### src/rtl/uc_multicycle.sv
// uc_multicycle: multi-cycle control sequencer for the RV32I datapath.
// Walks every instruction through FETCH/DECODE/EXEC/MEM/WB so that a single
// memory port and a single ALU serve the whole instruction.
module uc_multicycle (
  input  logic       clk,
  input  logic       rst_n,
  input  logic [4:0] selector,
  input  logic       Negative,
  input  logic       mem_ready,
  output logic       IRWrite,
  output logic       PCWrite,
  output logic       MemRead,
  output logic       MemWrite,
  output logic       RegWriteEn,
  output logic       Branch,
  output logic       Jump,
  output logic       PCSrc,
  output logic       LUIOP,
  output logic       WDSrc,
  output logic       ALUSrc,
  output logic       ALUOP,
  output logic       Mem2Reg,
  output logic [1:0] ImmSel,
  output logic [2:0] state,
  output logic       retire,
  output logic       illegal
);

  localparam logic [4:0] OP_R      = 5'b01100;
  localparam logic [4:0] OP_I      = 5'b00100;
  localparam logic [4:0] OP_LOAD   = 5'b00000;
  localparam logic [4:0] OP_STORE  = 5'b01000;
  localparam logic [4:0] OP_BRANCH = 5'b11000;
  localparam logic [4:0] OP_JAL    = 5'b11011;
  localparam logic [4:0] OP_LUI    = 5'b01101;

  typedef enum logic [2:0] {
    FETCH   = 3'd0,
    DECODE  = 3'd1,
    EXEC    = 3'd2,
    MEM     = 3'd3,
    WB      = 3'd4,
    ILLEGAL = 3'd5
  } state_t;

  state_t     cur_state;
  logic [4:0] op;
  logic       illegal_q;

  function automatic logic is_supported(input logic [4:0] s);
    return (s == OP_R) || (s == OP_I) || (s == OP_LOAD) || (s == OP_STORE) ||
           (s == OP_BRANCH) || (s == OP_JAL) || (s == OP_LUI);
  endfunction

  // Sequencer: advances the phase, captures the opcode in DECODE, and traps unsupported opcodes.
  always_ff @(posedge clk or negedge rst_n) begin
    if (!rst_n) begin
      cur_state <= FETCH;
      op        <= 5'd0;
      illegal_q <= 1'b0;
    end else begin
      case (cur_state)
        FETCH: begin
          if (mem_ready) cur_state <= DECODE;
        end
        DECODE: begin
          op <= selector;
          if (is_supported(selector)) begin
            cur_state <= EXEC;
          end else begin
            cur_state <= ILLEGAL;
            illegal_q <= 1'b1;
          end
        end
        EXEC: begin
          if ((op == OP_LOAD) || (op == OP_STORE)) cur_state <= MEM;
          else if (op == OP_BRANCH)                cur_state <= FETCH;
          else                                     cur_state <= WB;
        end
        MEM: begin
          if (mem_ready) cur_state <= (op == OP_STORE) ? FETCH : WB;
        end
        WB:      cur_state <= FETCH;
        ILLEGAL: cur_state <= ILLEGAL;
        default: cur_state <= FETCH;
      endcase
    end
  end

  // Control bundle decode: Mealy on mem_ready/Negative, and held at zero while reset is asserted.
  always_comb begin
    IRWrite    = 1'b0;
    PCWrite    = 1'b0;
    MemRead    = 1'b0;
    MemWrite   = 1'b0;
    RegWriteEn = 1'b0;
    Branch     = 1'b0;
    Jump       = 1'b0;
    PCSrc      = 1'b0;
    LUIOP      = 1'b0;
    WDSrc      = 1'b0;
    ALUSrc     = 1'b0;
    ALUOP      = 1'b0;
    Mem2Reg    = 1'b0;
    ImmSel     = 2'b00;
    retire     = 1'b0;
    if (rst_n) begin
      case (cur_state)
        FETCH: begin
          MemRead = 1'b1;
          if (mem_ready) begin
            IRWrite = 1'b1;
            PCWrite = 1'b1;
          end
        end
        EXEC: begin
          ALUSrc = (op == OP_I) || (op == OP_LOAD) || (op == OP_STORE) || (op == OP_LUI);
          ALUOP  = (op == OP_R) || (op == OP_I);
          LUIOP  = (op == OP_LUI);
          case (op)
            OP_STORE: ImmSel = 2'b01;
            OP_BRANCH: begin
              ImmSel  = 2'b10;
              Branch  = 1'b1;
              PCSrc   = Negative;
              PCWrite = Negative;
              retire  = 1'b1;
            end
            OP_JAL: begin
              ImmSel  = 2'b11;
              Jump    = 1'b1;
              PCSrc   = 1'b1;
              PCWrite = 1'b1;
            end
            default: ImmSel = 2'b00;
          endcase
        end
        MEM: begin
          if (op == OP_STORE) begin
            MemWrite = 1'b1;
            retire   = mem_ready;
          end else begin
            MemRead = 1'b1;
          end
        end
        WB: begin
          RegWriteEn = 1'b1;
          Mem2Reg    = (op == OP_LOAD);
          WDSrc      = (op == OP_JAL);
          retire     = 1'b1;
        end
        default: begin
        end
      endcase
    end
  end

  assign state   = cur_state;
  assign illegal = illegal_q;

endmodule

### config.mk
export PLATFORM = sky130hd
export DESIGN_NAME = uc_multicycle
export DESIGN_NICKNAME = d
export VERILOG_FILES = /design/src/rtl/uc_multicycle.sv
export SDC_FILE = /design/constraint.sdc
export NUM_CORES = 1
export LEC_CHECK = 0
export BUFFER_PORTS_ARGS = -buffer_cell sky130_fd_sc_hd__clkbuf_2
export CAP_MARGIN = 40
export CORE_MARGIN = 1.5
export CORE_UTILIZATION = 30
export CTS_CLUSTER_SIZE = 8
export DETAILED_ROUTE_END_ITERATION = 12
export GPL_ROUTABILITY_DRIVEN = 0
export GPL_TIMING_DRIVEN = 0
export PLACE_DENSITY_LB_ADDON = 0.05
export RECOVER_POWER = 50
export SETUP_SLACK_MARGIN = 0.2
export SLEW_MARGIN = 15
export SYNTH_ARGS = -nofsm -noshare
export SYNTH_HDL_FRONTEND = slang
export SYNTH_SLANG_ARGS = --single-unit
### constraint.sdc
create_clock -name clk -period 1.8 [get_ports clk]
set_clock_uncertainty 0.05 [all_clocks]
set_input_delay 0.09 -clock clk [delete_from_list [all_inputs] [get_ports clk]]
set_output_delay 0.09 -clock clk [all_outputs]
set_load 0.05 [all_outputs]
After elaboration in Yosys (flattened, before gate mapping)
Index checks and enable logic that the tools add are counted.
{"block": "word_totals", "reg_bits": 9, "inputBits": 9, "output_inout_bits": 20}
{"block": "op_classes", "n_eq_ne": 19, "mux": 45, "bitwise": 1, "n_reduce_logical": 16}
{"op": "1-bit 2-to-1 mux", "n": 31}
{"op": "5-bit by 4-bit equality test with 1-bit output (second input constant)", "n": 6}
{"op": "5-bit equality test (second input constant)", "n": 4}
{"op": "3-bit 2-to-1 mux", "n": 6}
{"op": "3-bit case mux with 5 select lines", "n": 1}
{"op": "1-bit logical OR", "n": 11}
{"op": "5-bit by 3-bit equality test with 1-bit output (second input constant)", "n": 2}
{"op": "5-bit logical NOT", "n": 2}
{"op": "3-bit by 2-bit equality test with 1-bit output (second input constant)", "n": 2}
{"op": "3-bit equality test (second input constant)", "n": 2}
{"op": "1-bit case mux with 2 select lines", "n": 3}
{"op": "2-bit case mux with 3 select lines", "n": 1}
{"op": "2-bit 2-to-1 mux", "n": 2}
{"op": "2-bit != test (second input constant)", "n": 2}
{"op": "2-bit AND reduction", "n": 2}
{"op": "3-bit by 1-bit equality test with 1-bit output (second input constant)", "n": 1}
{"op": "3-bit logical NOT", "n": 1}
{"op": "1-bit case mux with 3 select lines", "n": 1}
{"op": "1-bit inverter", "n": 1}

Depth between registers and ports, before layout
Gate-level depths: netlist of the first run.
{"block": "logic_depth", "ltp_word": 9, "ltp_mapped": 5, "mapped_depth_nobuf": 4}

Worst setup path after synthesis of the first run
OpenSTA, ideal clock, no wires.
{"block": "synth_timing", "path_kind": "reg2out", "startpoint": "register cur_state[1] (netlist: state[1])", "endpoint": "output ALUSrc", "t_arrival_ns": 2.544, "required_time_ns": 1.660, "setup_slack_ns": -0.884, "stages_incl_launch_ff": 4, "path_buffers": 1, "path_cell_list": "dfrtp_1 clkbuf_2 nand4bb_4 nor4_1"}
{"block": "synth_via", "elab_chain_len": 3}
{"item": "from (decl)", "line": "46", "text": "state_t cur_state;"}
{"item": "from (signal assigned)", "line": "81", "text": "if (mem_ready) cur_state <= (op == OP_STORE) ? FETCH : WB;"}
{"item": "3-bit by 2-bit equality test with 1-bit output", "line": "108", "text": "case (cur_state)"}
{"item": "1-bit 2-to-1 mux", "line": "108"}
{"item": "1-bit 2-to-1 mux", "line": "107", "text": "if (rst_n) begin"}
{"item": "to (decl)", "line": "20", "text": "output logic ALUSrc,"}
No other way between the ends.

Worst setup path in the final report of the first run
{"block": "layout_timing", "startpoint": "register op[2]", "endpoint": "output PCWrite"}
{"block": "layout_via", "elab_chain_len": 4, "word_cells_on_any_way": 5}
{"item": "from (decl)", "line": "47", "text": "logic [4:0] op;"}
{"item": "from (signal assigned)", "line": "67", "text": "op <= selector;"}
{"item": "5-bit equality test", "line": "120", "text": "case (op)"}
{"item": "1-bit case mux with 2 select lines (*)", "line": "120"}
{"item": "1-bit case mux with 2 select lines (*)", "line": "108"}
{"item": "1-bit 2-to-1 mux (*)", "line": "107"}
{"item": "to (decl)", "line": "11", "text": "output logic PCWrite,"}
Mark *: on every way between the ends. The rest lies on a longest branch, timed or not.

==> run_results.csv, run 1 <==
group,metric,value,unit
synth,synth_top_cell_area_share,30.7,%
clock_network,cts_tree,"done",
detailed_routing,met3_length,57,um
die,design.die.area,2750,um2
pwr,power.leakage,0.615,nW
timing,post-route-min-period,1.83,ns
worst_setup_path,critical_path.slowest_cell,"sky130_fd_sc_hd__dfrtp_2",
finish,mostFrequentLayoutCell,"sky130_fd_sc_hd__buf_4",
finish,multi_input_comb_area,627,um2
timing,hold_violations,0,
finish,final-seq-area,233,um2
detailed_routing,m1WireLength,1020,um
timing,max-slew-margin-rel,60.3,%
clock_network,clock_pin_slew_worst_setup_and_hold_paths,0.06,ns
synth,synth_fp_nets,90,
finish,layout-drive-gt1-share,69.2,%
finish,insertedDiodeCount,0,
timing,setup_viol,3,
placed_design,hpwl,1390,um
finish,finalInstanceArea,1420,um2
pwr,seqPwrFrac,52.6,%
worst_setup_path,ordered_list_of_cells_on_the_worst_path,"nand3b_1 -> or2_4 -> a21oi_4 -> or2_4 -> clkbuf_16",
worst_setup_path,start_kind,"flip-flop",
timing,max_clock_freq,547,MHz
clock_network,max-clock-path-buffers,2,
placed_design,port-buffer-count,28,
timing,grt_setup_unrepaired,"yes",
detailed_routing,wl_met2,1110,um
detailed_routing,routed_wirelength,2200,um
pwr,cellPowerDensity,271,nW/um2
detailed_routing,detail_route.vias_per_cell,5.06,
pwr,cell_internal_power_dissipation,0.000300,W
worst_setup_path,worstPathMaxFanout,7,
detailed_routing,detailedRoute.firstPassIterationCount,4,
die,placeableCoreArea,2250,um2
detailed_routing,num_vias,800,
synth,synth_area,733,um2
die,row_count,17,
grt,grt_antenna_before_repair,0,
grt,globalRouteOverflowTotal,0,
die,design.portCount,29,
detailed_routing,maxUsedRoutingLayer,"met4",
worst_setup_path,crit_reg_reg_startpoint,"state[1]$_DFFE_PN0P_",
pwr,netsw,0.0000837,W
timing,timing.setup.tns,-0.0508,ns
worst_setup_path,wp_depth,5,
clock_network,clock_latency_reported_for_the_late_side_of_the_worst_skew_pair,0.26,ns
worst_setup_path,cp-startpoint,"op[2]$_DFFE_PN0N_",
grt,globalRouteTotalUtil,16.5,%
pwr,clock_power_share,39.6,%
synth,yosys.area.top_type,"sky130_fd_sc_hd__dfrtp_1",
synth,yosysUniqueCellTypes,38,
worst_setup_path,cp_num_buf_inv,1,
synth,synth.yosys.seq_area_share,30.7,%
worst_setup_path,worst-r2r-cell-count,4,
worst_setup_path,timing.critical_path.required,1.66,ns
finish,fillerInstances,186,
detailed_routing,drt_iter0_markers,9,
worst_hold_path,holdCritPathClass,"in2reg",
clock_network,clkSinkCount,9,
grt,global_route_wire_length_before_repair,3330,um
worst_setup_path,cp-end-kind,"output pin",
timing,layout_setup_ws,-0.0283,ns
worst_setup_path,worstSetupPathType,"reg2out",
synth,synth.area.top_cells,"sky130_fd_sc_hd__dfrtp_1 (31%), sky130_fd_sc_hd__mux2_2 (4.6%), sky130_fd_sc_hd__nor3_1 (4.1%)",
worst_setup_path,critical_path.endpoint,"PCWrite",
synth,ys_warn_count,0,
worst_setup_path,crit-reg2reg-capture,"op[1]$_DFFE_PN0N_",
detailed_routing,detail_route.wl_per_cell,13.9,um
finish,number_of_nets_in_the_layout,140,
finish,areaGrowthSynthToFinish,93.3,%
synth,post_synth.cell_area_avg,9.05,um2
die,die_height,52.4,um
timing,worst_pin_slew,0.593,ns
timing,fin_crit_sh,102,%
outcome,violated_checks,"negative setup slack",
detailed_routing,drt.antenna.violating_nets,0,
clock_network,cts_htree_levels,1,
grt,via_count_of_the_first_global_routing_pass,688,
die,die_width,52.4,um
pwr,power.combinational.fraction,7.7,%
placed_design,placed_area,1010,um2
clock_network,master_cell_of_the_clock_root_buffer,"sky130_fd_sc_hd__clkbuf_4",
synth,netlist_instances,81,
worst_setup_path,crit_arrival,1.69,ns
placed_design,placed_cells_incl_taps,137,
outcome,run_status,"finished with violations",
worst_setup_path,timing.critical_path.max_delay_family,"simple AND/OR/NAND/NOR gates",
timing,timing_max_transition_violations_final,0,
pwr,netSwitchingFraction,21.8,%
run,count_of_maximum_capacitance_violations,0,
detailed_routing,drc_errors_left,0,
pwr,vdd.ir_drop.worst,0.000335,V
worst_setup_path,max_stage_delay,0.47,ns
worst_setup_path,timing.reg2reg.setup_slack,0.04,ns
worst_setup_path,cpMostUsedCell,"sky130_fd_sc_hd__or2_4",
finish,layout.cells.non_filler,158,
clock_network,cts_inserted_buffers,3,
die,initial_standard_cell_utilization_of_the_core,32.5,%
synth,synth_seq_cells,9,
grt,pin_count_of_the_biggest_net_entering_global_routing,11,
finish,final_cell_mix,"sky130_fd_sc_hd__buf_4 (16), sky130_fd_sc_hd__clkbuf_2 (9), sky130_fd_sc_hd__buf_8 (7)",
finish,fin_util,62.9,%
[logic make-up (layout without fill, tap and decap cells)]
group           Yosys count  count (layout)  synth area share, %
compound gates           14              14                 14.0
xor+xnor                  1               1                 1.19
fa+ha+maj                 1               1                 1.37
buf+inv                   9              58                 7.00
flops                     9               9                 30.7
mux                       3               3                 4.61
simple gates             44              44                 41.1
[synthesized netlist by cell type, drive strengths merged]
cell type and count:
nor4 2, and3 2, nand2b 2, xnor2 1
clkbuf 1, nand3 3, o21ai 2, a21o 1
buf 3, o21a 1, nor2b 2, maj3 1
nand3b 4, or2 3, nand2 6, a21oi 3
o22ai 1, dfrtp 9, o211ai 2, and4bb 1
mux2 3, inv 5, a211o 2, nor4b 2
nand4bb 1, nor2 7, or4 1, a211oi 1
o31ai 1, or4b 1, nor3b 1, nor3 6
[power by group through the flow]
| stage | Sequential (W) | Clock, W | Combinational [W] |
|---|---|---|---|
| floorplan | 0.000206 | 0 | 0.00000873 |
| global placement | 0.000206 | 0 | 0.0000279 |
| detailed placement | 0.000206 | 0 | 0.0000283 |
| CTS | 0.000202 | 0.000160 | 0.0000302 |
| global route | 0.000202 | 0.000169 | 0.0000338 |
| finish | 0.000202 | 0.000152 | 0.0000298 |
[sequential cells by signal (all words and copies together), names as in the netlist]
| name | cells |
|---|---|
| op | 5 |
| illegal | 1 |
| state | 3 |
[cell type report]
| cell class | count | share of cell area (%) |
|---|---|---|
| Multi-Input combinational cell | 63 | 44.2 |
| Clock buffer | 4 | 1.85 |
| Inverter | 5 | 1.32 |
| Timing Repair Buffer | 45 | 30.6 |
| Sequential cell | 9 | 16.4 |
| Tap cell | 28 | 2.47 |
| Buffer | 4 | 3.09 |
[layer usage]
metal,vias to the layer above,GRT usage [%]
li1,391,-
met1,388,22.8
met2,19,26.0
met3,2,2.00
met4,0,6.41
met5,-,0
[tightest hold or removal path: stages]
cell and delay, ns:
sky130_fd_sc_hd__clkbuf_2 0.10, sky130_fd_sc_hd__nand2_1 0.05, sky130_fd_sc_hd__o21ai_0 0.06
[worst min-delay path by stage]
| stage | start | depth (start not counted) | slack, ns | to |
|---|---|---|---|---|
| floorplan | rst_n | 0 | -0.26 | illegal$_DFFE_PN0P_ |
| global placement | rst_n | 1 | -0.05 | illegal$_DFFE_PN0P_ |
| detailed placement | rst_n | 1 | -0.05 | illegal$_DFFE_PN0P_ |
| CTS | selector[3] | 3 | 0.02 | op[3]$_DFFE_PN0N_ |
| global route | selector[3] | 3 | 0.05 | op[3]$_DFFE_PN0N_ |
| finish | selector[3] | 3 | 0.03 | op[3]$_DFFE_PN0N_ |
[stage by stage]
stage / setup WS [ns] / hold WS [ns] / power (W)
2_1_floorplan: -0.183 / -0.256 / 0.000215
3_3_place_gp: 0.0420 / -0.0544 / 0.000234
5_1_grt: -0.0899 / 0.0488 / 0.000405
4_1_cts: -0.0794 / 0.0194 / 0.000393
3_5_place_dp: 0.0374 / -0.0516 / 0.000234
6_report: -0.0283 / 0.0308 / 0.000384
[repair_timing]
item | 4_1_cts | 5_1_grt
pin swaps | 7 | 7
hold buffers | 1 | 0
endpoints found under the setup margin | 17 | 19
setup buffers | 9 | 7
resized for setup | 44 | 26
endpoints found under the hold margin | 9 | 0
(Power assumes the default switching activity.)
==> run 2, diff against run 1 <==
CTS_BUF_LIST = sky130_fd_sc_hd__clkbuf_4   (was unset)
==> run 2 against run 1 <==
  * The flow still finishes with violations (negative setup slack)
  * Count of clock-buffer cells in the layout unchanged
  * Sequential cell count did not move
  * Sequential share of layout area barely moved
  * Via count unchanged
  * Critical endpoint unchanged
  * Highest routed layer unchanged
==> run_results.csv, run 2 (synthesis results as in run 1) <==
group,metric,value,unit
outcome,run_status,"finished with violations",
clock_network,cts_tree,"done",
clock_network,max-clock-path-buffers,2,
placed_design,placed_area,1010,um2
worst_hold_path,min_delay_worst_endpoint,"op[3]$_DFFE_PN0N_",
worst_setup_path,cp_num_buf_inv,1,
timing,fin_crit_sh,102,%
die,initial_standard_cell_utilization_of_the_core,32.5,%
worst_hold_path,holdCritStartpoint,"selector[3]",
timing,layout_setup_ws,-0.0285,ns
detailed_routing,detail_route.wl_per_cell,13.9,um
clock_network,clkSinkCount,9,
die,row_count,17,
worst_setup_path,cp-end-kind,"output pin",
pwr,netSwitchingFraction,20.8,%
die,design.portCount,29,
timing,hold_violations,0,
finish,multi_input_comb_area,627,um2
worst_setup_path,worstPathMaxFanout,7,
die,die_height,52.4,um
pwr,cell_internal_power_dissipation,0.000316,W
detailed_routing,detail_route.vias_per_cell,5.06,
pwr,clock_power_share,41.8,%
worst_hold_path,hold_depth,3,
die,design.die.area,2750,um2
placed_design,hpwl,1390,um
pwr,vdd.ir_drop.worst,0.000358,V
worst_setup_path,ordered_list_of_cells_on_the_worst_path,"nand3b_1 -> or2_4 -> a21oi_4 -> or2_4 -> clkbuf_16",
run,count_of_maximum_capacitance_violations,0,
worst_setup_path,max_stage_delay,0.47,ns
finish,areaGrowthSynthToFinish,93.9,%
grt,globalRouteTotalUtil,16.7,%
finish,layout.cells.non_filler,158,
worst_setup_path,worst-r2r-cell-count,4,
pwr,seqPwrFrac,50.8,%
worst_setup_path,start_kind,"flip-flop",
detailed_routing,detailedRoute.firstPassIterationCount,4,
pwr,power.combinational.fraction,7.5,%
timing,post-route-min-period,1.83,ns
detailed_routing,routed_wirelength,2200,um
worst_setup_path,cpMostUsedCell,"sky130_fd_sc_hd__or2_4",
timing,setup_viol,3,
clock_network,cts_inserted_buffers,3,
clock_network,clock_latency_reported_for_the_late_side_of_the_worst_skew_pair,0.26,ns
detailed_routing,drt.antenna.violating_nets,0,
finish,final_cell_mix,"sky130_fd_sc_hd__buf_4 (16), sky130_fd_sc_hd__clkbuf_2 (9), sky130_fd_sc_hd__buf_8 (7)",
timing,max_clock_freq,547,MHz
worst_hold_path,holdCritPathClass,"in2reg",
detailed_routing,drc_errors_left,0,
finish,flip_flop_count_of_the_largest_register_all_copies_and_words_added,5,
worst_setup_path,crit-reg2reg-capture,"op[1]$_DFFE_PN0N_",
clock_network,master_cell_of_the_clock_root_buffer,"sky130_fd_sc_hd__clkbuf_4",
grt,global_route_wire_length_before_repair,3330,um
finish,finalInstanceArea,1420,um2
timing,max-slew-margin-rel,60.3,%
finish,mostFrequentLayoutCell,"sky130_fd_sc_hd__buf_4",
pwr,netsw,0.0000828,W
pwr,cellPowerDensity,280,nW/um2
finish,max_flop_register,"op",
clock_network,cts_htree_levels,1,
outcome,violated_checks,"negative setup slack",
timing,grt_setup_unrepaired,"yes",
worst_setup_path,timing.reg2reg.setup_slack,0.05,ns
finish,final-seq-area,233,um2
placed_design,port-buffer-count,28,
detailed_routing,drt_iter0_markers,8,
finish,insertedDiodeCount,0,
grt,pin_count_of_the_biggest_net_entering_global_routing,11,
worst_setup_path,wp_depth,5,
clock_network,clock_pin_slew_worst_setup_and_hold_paths,0.06,ns
detailed_routing,num_vias,800,
worst_setup_path,crit_reg_reg_startpoint,"state[1]$_DFFE_PN0P_",
worst_setup_path,timing.critical_path.max_delay_family,"simple AND/OR/NAND/NOR gates",
finish,number_of_nets_in_the_layout,140,
worst_setup_path,crit_arrival,1.69,ns
timing,timing_max_transition_violations_final,0,
placed_design,placed_cells_incl_taps,137,
grt,globalRouteOverflowTotal,0,
die,die_width,52.4,um
worst_setup_path,timing.critical_path.required,1.66,ns
timing,worst_pin_slew,0.593,ns
pwr,power.leakage,0.618,nW
finish,layout-drive-gt1-share,70.0,%
grt,via_count_of_the_first_global_routing_pass,688,
worst_setup_path,critical_path.slowest_cell,"sky130_fd_sc_hd__dfrtp_2",
worst_setup_path,worstSetupPathType,"reg2out",
grt,grt_antenna_before_repair,0,
finish,fillerInstances,186,
die,placeableCoreArea,2250,um2
-- run 2: cell count changes in the layout (fill, tap and decap cells not counted) --
cell	previous run	this run
sky130_fd_sc_hd__clkbuf_1	4	3
sky130_fd_sc_hd__clkbuf_4	3	4
-- run 2: through the flow --
step | total power (W) | setup WS, ns | TNS [ns] | hold slack [ns] | utilization (%)
detailed placement | 0.000234 | 0.0374 | 0 | -0.0516 | 44.7
finish | 0.000398 | -0.0285 | -0.0520 | 0.0300 | 63.0
CTS | 0.000408 | -0.0802 | -0.254 | 0.0178 | 57.9
floorplan | 0.000215 | -0.183 | -0.551 | -0.256 | -
global route | 0.000422 | -0.0933 | -0.547 | 0.0459 | 63.0
global placement | 0.000234 | 0.0420 | 0 | -0.0544 | 44.7
-- run 2: what timing repair did --
action,CTS,global route
hold buffers,1,0
resized for setup,44,26
endpoints found under the setup margin,17,19
hold endpoints to repair,9,0
pin swaps,7,6
buffers inserted,9,7
-- run 2: worst register-to-register path, delay by kind of cell, from the launching register on --
kind | cells | cell delay [ns]
mux | 1 | 0.40
flops | 1 | 0.40
simple gates | 2 | 0.63
buf+inv | 1 | 0.17
-- run 2: power by group through the flow --
stage	registers, W	logic, W	clock network (W)
6_report	0.000202	0.0000297	0.000166
3_5_place_dp	0.000206	0.0000283	0
3_3_place_gp	0.000206	0.0000279	0
5_1_grt	0.000202	0.0000338	0.000186
4_1_cts	0.000202	0.0000302	0.000176
2_1_floorplan	0.000206	0.00000873	0
-- run 2: metal layers --
metal / part of all wire (%) / wire length (um) / GRT usage (%)
met4: 0.64 / 14 / 7.69
met3: 2.6 / 57 / 2.00
met5: 0 / 0 / 0
met2: 51 / 1120 / 26.0
met1: 46 / 1010 / 22.8
-- run 2: layout make-up --
type | count | area share (%)
buffer | 4 | 3.08
multi-input combinational | 63 | 44.1
clock buffer | 4 | 2.11
inverter | 5 | 1.32
timing repair buffer | 45 | 30.5
sequential | 9 | 16.4
tap | 28 | 2.46
-- run 2: how the worst max path moves through the flow --
stage | from | to | slack, ns
after floorplan | state[2]$_DFFE_PN0P_ | PCWrite | -0.18
after global placement | state[2]$_DFFE_PN0P_ | PCWrite | 0.04
after detailed placement | state[2]$_DFFE_PN0P_ | PCWrite | 0.04
after global routing | state[2]$_DFFE_PN0P_ | PCWrite | -0.09
final | op[2]$_DFFE_PN0N_ | PCWrite | -0.03
after CTS | state[2]$_DFFE_PN0P_ | PCWrite | -0.08
==> run 3, diff against run 2 <==
ABC_CLOCK_PERIOD_IN_PS = 1800   (was unset)
BUFFER_PORTS_ARGS = unset   (was -buffer_cell sky130_fd_sc_hd__clkbuf_2)
DONT_BUFFER_PORTS = 1   (was unset)
SKIP_CTS_REPAIR_TIMING = 1   (was unset)
==> run 3 against run 2 <==
  * The run still ends with negative setup slack left
  * Critical path depth did not move
  * Combinational power shrank 20%
  * Sequential cell count stayed put
  * Sequential power about the same
  * First-iteration DRC count unchanged
  * Cell area is 18% lower
  * Total power down 1.7%
  * Non-clock buffer count down 27
  * Final cell count shrank 17%
  * Critical path type unchanged
  * Highest routed layer unchanged
==> run_results.csv, run 3 (synthesis results as in run 1) <==
group,metric,value,unit
clock_network,cts_tree,"done",
finish,mostFrequentLayoutCell,"sky130_fd_sc_hd__buf_4",
pwr,power.leakage,0.463,nW
finish,layout-drive-gt1-share,60.2,%
timing,timing_max_transition_violations_final,0,
clock_network,master_cell_of_the_clock_root_buffer,"sky130_fd_sc_hd__clkbuf_4",
outcome,violated_checks,"negative setup slack",
detailed_routing,routed_wirelength,1870,um
detailed_routing,num_vias,688,
timing,fin_crit_sh,126,%
finish,final_cell_mix,"sky130_fd_sc_hd__buf_4 (11), sky130_fd_sc_hd__dfrtp_2 (7), sky130_fd_sc_hd__nand2_1 (6), sky130_fd_sc_hd__dlygate4sd3_1 (6), sky130_fd_sc_hd__nor3_4 (5)",
worst_setup_path,critical_path.slowest_cell,"sky130_fd_sc_hd__dfrtp_2",
worst_setup_path,crit_arrival,2.13,ns
clock_network,clock_latency_reported_for_the_late_side_of_the_worst_skew_pair,0.25,ns
clock_network,cts_htree_levels,1,
worst_setup_path,crit_reg_reg_startpoint,"state[2]$_DFFE_PN0P_",
timing,hold_violations,0,
worst_hold_path,holdCritStartpoint,"selector[1]",
die,design.die.area,2750,um2
finish,fillerInstances,226,
clock_network,cts_inserted_buffers,3,
timing,worst_pin_slew,0.725,ns
worst_hold_path,holdCritPathClass,"in2reg",
finish,fin_util,51.6,%
timing,max-slew-margin-rel,51.3,%
timing,grt_setup_unrepaired,"yes",
pwr,vdd.ir_drop.worst,0.000281,V
timing,layout_setup_ws,-0.466,ns
clock_network,max-clock-path-buffers,2,
worst_setup_path,max_stage_delay,0.52,ns
detailed_routing,drt_iter0_markers,8,
die,die_width,52.4,um
clock_network,clkSinkCount,9,
worst_hold_path,min_delay_worst_endpoint,"illegal$_DFFE_PN0P_",
placed_design,hpwl,1390,um
finish,insertedDiodeCount,0,
detailed_routing,detail_route.vias_per_cell,5.25,
worst_setup_path,timing.reg2reg.setup_slack,0.19,ns
worst_setup_path,worst-r2r-cell-count,5,
grt,globalRouteTotalUtil,14.0,%
die,row_count,17,
detailed_routing,drt.antenna.violating_nets,0,
worst_setup_path,cp-end-kind,"output pin",
die,design.portCount,29,
detailed_routing,drc_errors_left,0,
die,die_height,52.4,um
die,placeableCoreArea,2250,um2
worst_setup_path,start_kind,"flip-flop",
pwr,cellPowerDensity,337,nW/um2
worst_setup_path,worstSetupPathType,"reg2out",
timing,setup_viol,11,
placed_design,dp_slack,-0.255,ns
worst_setup_path,timing.critical_path.required,1.66,ns
grt,grt_antenna_before_repair,0,
worst_hold_path,hold_depth,3,
placed_design,port-buffer-count,0,
detailed_routing,detail_route.wl_per_cell,14.3,um
worst_setup_path,cpMostUsedCell,"sky130_fd_sc_hd__or2_4",
grt,via_count_of_the_first_global_routing_pass,658,
timing,post-route-min-period,2.27,ns
grt,pin_count_of_the_biggest_net_entering_global_routing,13,
die,initial_standard_cell_utilization_of_the_core,32.5,%
timing,max_clock_freq,441,MHz
finish,number_of_nets_in_the_layout,113,
finish,max_flop_register,"op",
grt,globalRouteOverflowTotal,0,
finish,flip_flop_count_of_the_largest_register_all_copies_and_words_added,5,
clock_network,clock_pin_slew_worst_setup_and_hold_paths,0.06,ns
finish,areaGrowthSynthToFinish,58.5,%
worst_setup_path,worstPathMaxFanout,5,
grt,global_route_wire_length_before_repair,2810,um
run,count_of_maximum_capacitance_violations,0,
detailed_routing,detailedRoute.firstPassIterationCount,4,
outcome,run_status,"finished with violations",
worst_setup_path,ordered_list_of_cells_on_the_worst_path,"buf_6 -> nand4bb_4 -> or2_4 -> a21oi_4 -> or2_4",
pwr,p_total,0.000392,W
worst_setup_path,crit-reg2reg-capture,"state[0]$_DFFE_PN0P_",
[run 3: power by group]
group	switching [W]	internal (W)
Clock	0.0000655	0.000100
Sequential	0	0.000202
Combinational	0.00000949	0.0000142
Total	0.0000750	0.000317
[run 3: worst max path at each step]
| stage | start | endpoint | slack, ns | cells after the start |
|---|---|---|---|---|
| after floorplan | state[2]$_DFFE_PN0P_ | PCWrite | -0.18 | 5 |
| after global placement | state[2]$_DFFE_PN0P_ | PCWrite | -0.26 | 5 |
| after detailed placement | state[2]$_DFFE_PN0P_ | PCWrite | -0.26 | 5 |
| after CTS | state[2]$_DFFE_PN0P_ | PCWrite | -0.54 | 5 |
| after global routing | state[2]$_DFFE_PN0P_ | PCWrite | -0.52 | 5 |
| final | state[2]$_DFFE_PN0P_ | PCWrite | -0.47 | 5 |
[run 3: layer usage]
layer  wire [um]  GRT usage (%)  vias up
met4          38           9.40        0
li1            -              -      340
met3          91           1.71        4
met2         942           24.2       21
met1         800           16.0      323
met5           0              0        -
[run 3: cell type report]
class / instances / area, um2 / share of cell area, %
plain buffers: 4 / 48.8 / 4.20
clock buffers: 4 / 30.0 / 2.58
inverters: 5 / 22.5 / 1.94
multi-input cells: 63 / 638 / 54.9
flip-flops and latches: 9 / 234 / 20.1
well taps: 28 / 35.0 / 3.01
repair buffers: 18 / 154 / 13.2
[run 3: stage by stage]
step | hold WS, ns | TNS, ns | cells | instance area [um2]
finish | 0.0478 | -2.70 | 131 | 1160
global route | 0.0904 | -3.60 | 131 | 1160
CTS | -0.536 | -4.48 | 114 | 905
detailed placement | -0.255 | -1.05 | 110 | 875
global placement | -0.255 | -1.27 | 109 | 867
floorplan | -0.256 | -0.551 | 81 | 832
[run 3: critical path: cells and delay by family (launching register included)]
kind | cells | cell delay, ns
AOI/OAI and AO/OA | 1 | 0.34
and+or+nand+nor | 3 | 0.84
DFF | 1 | 0.52
buffers and inverters | 1 | 0.17
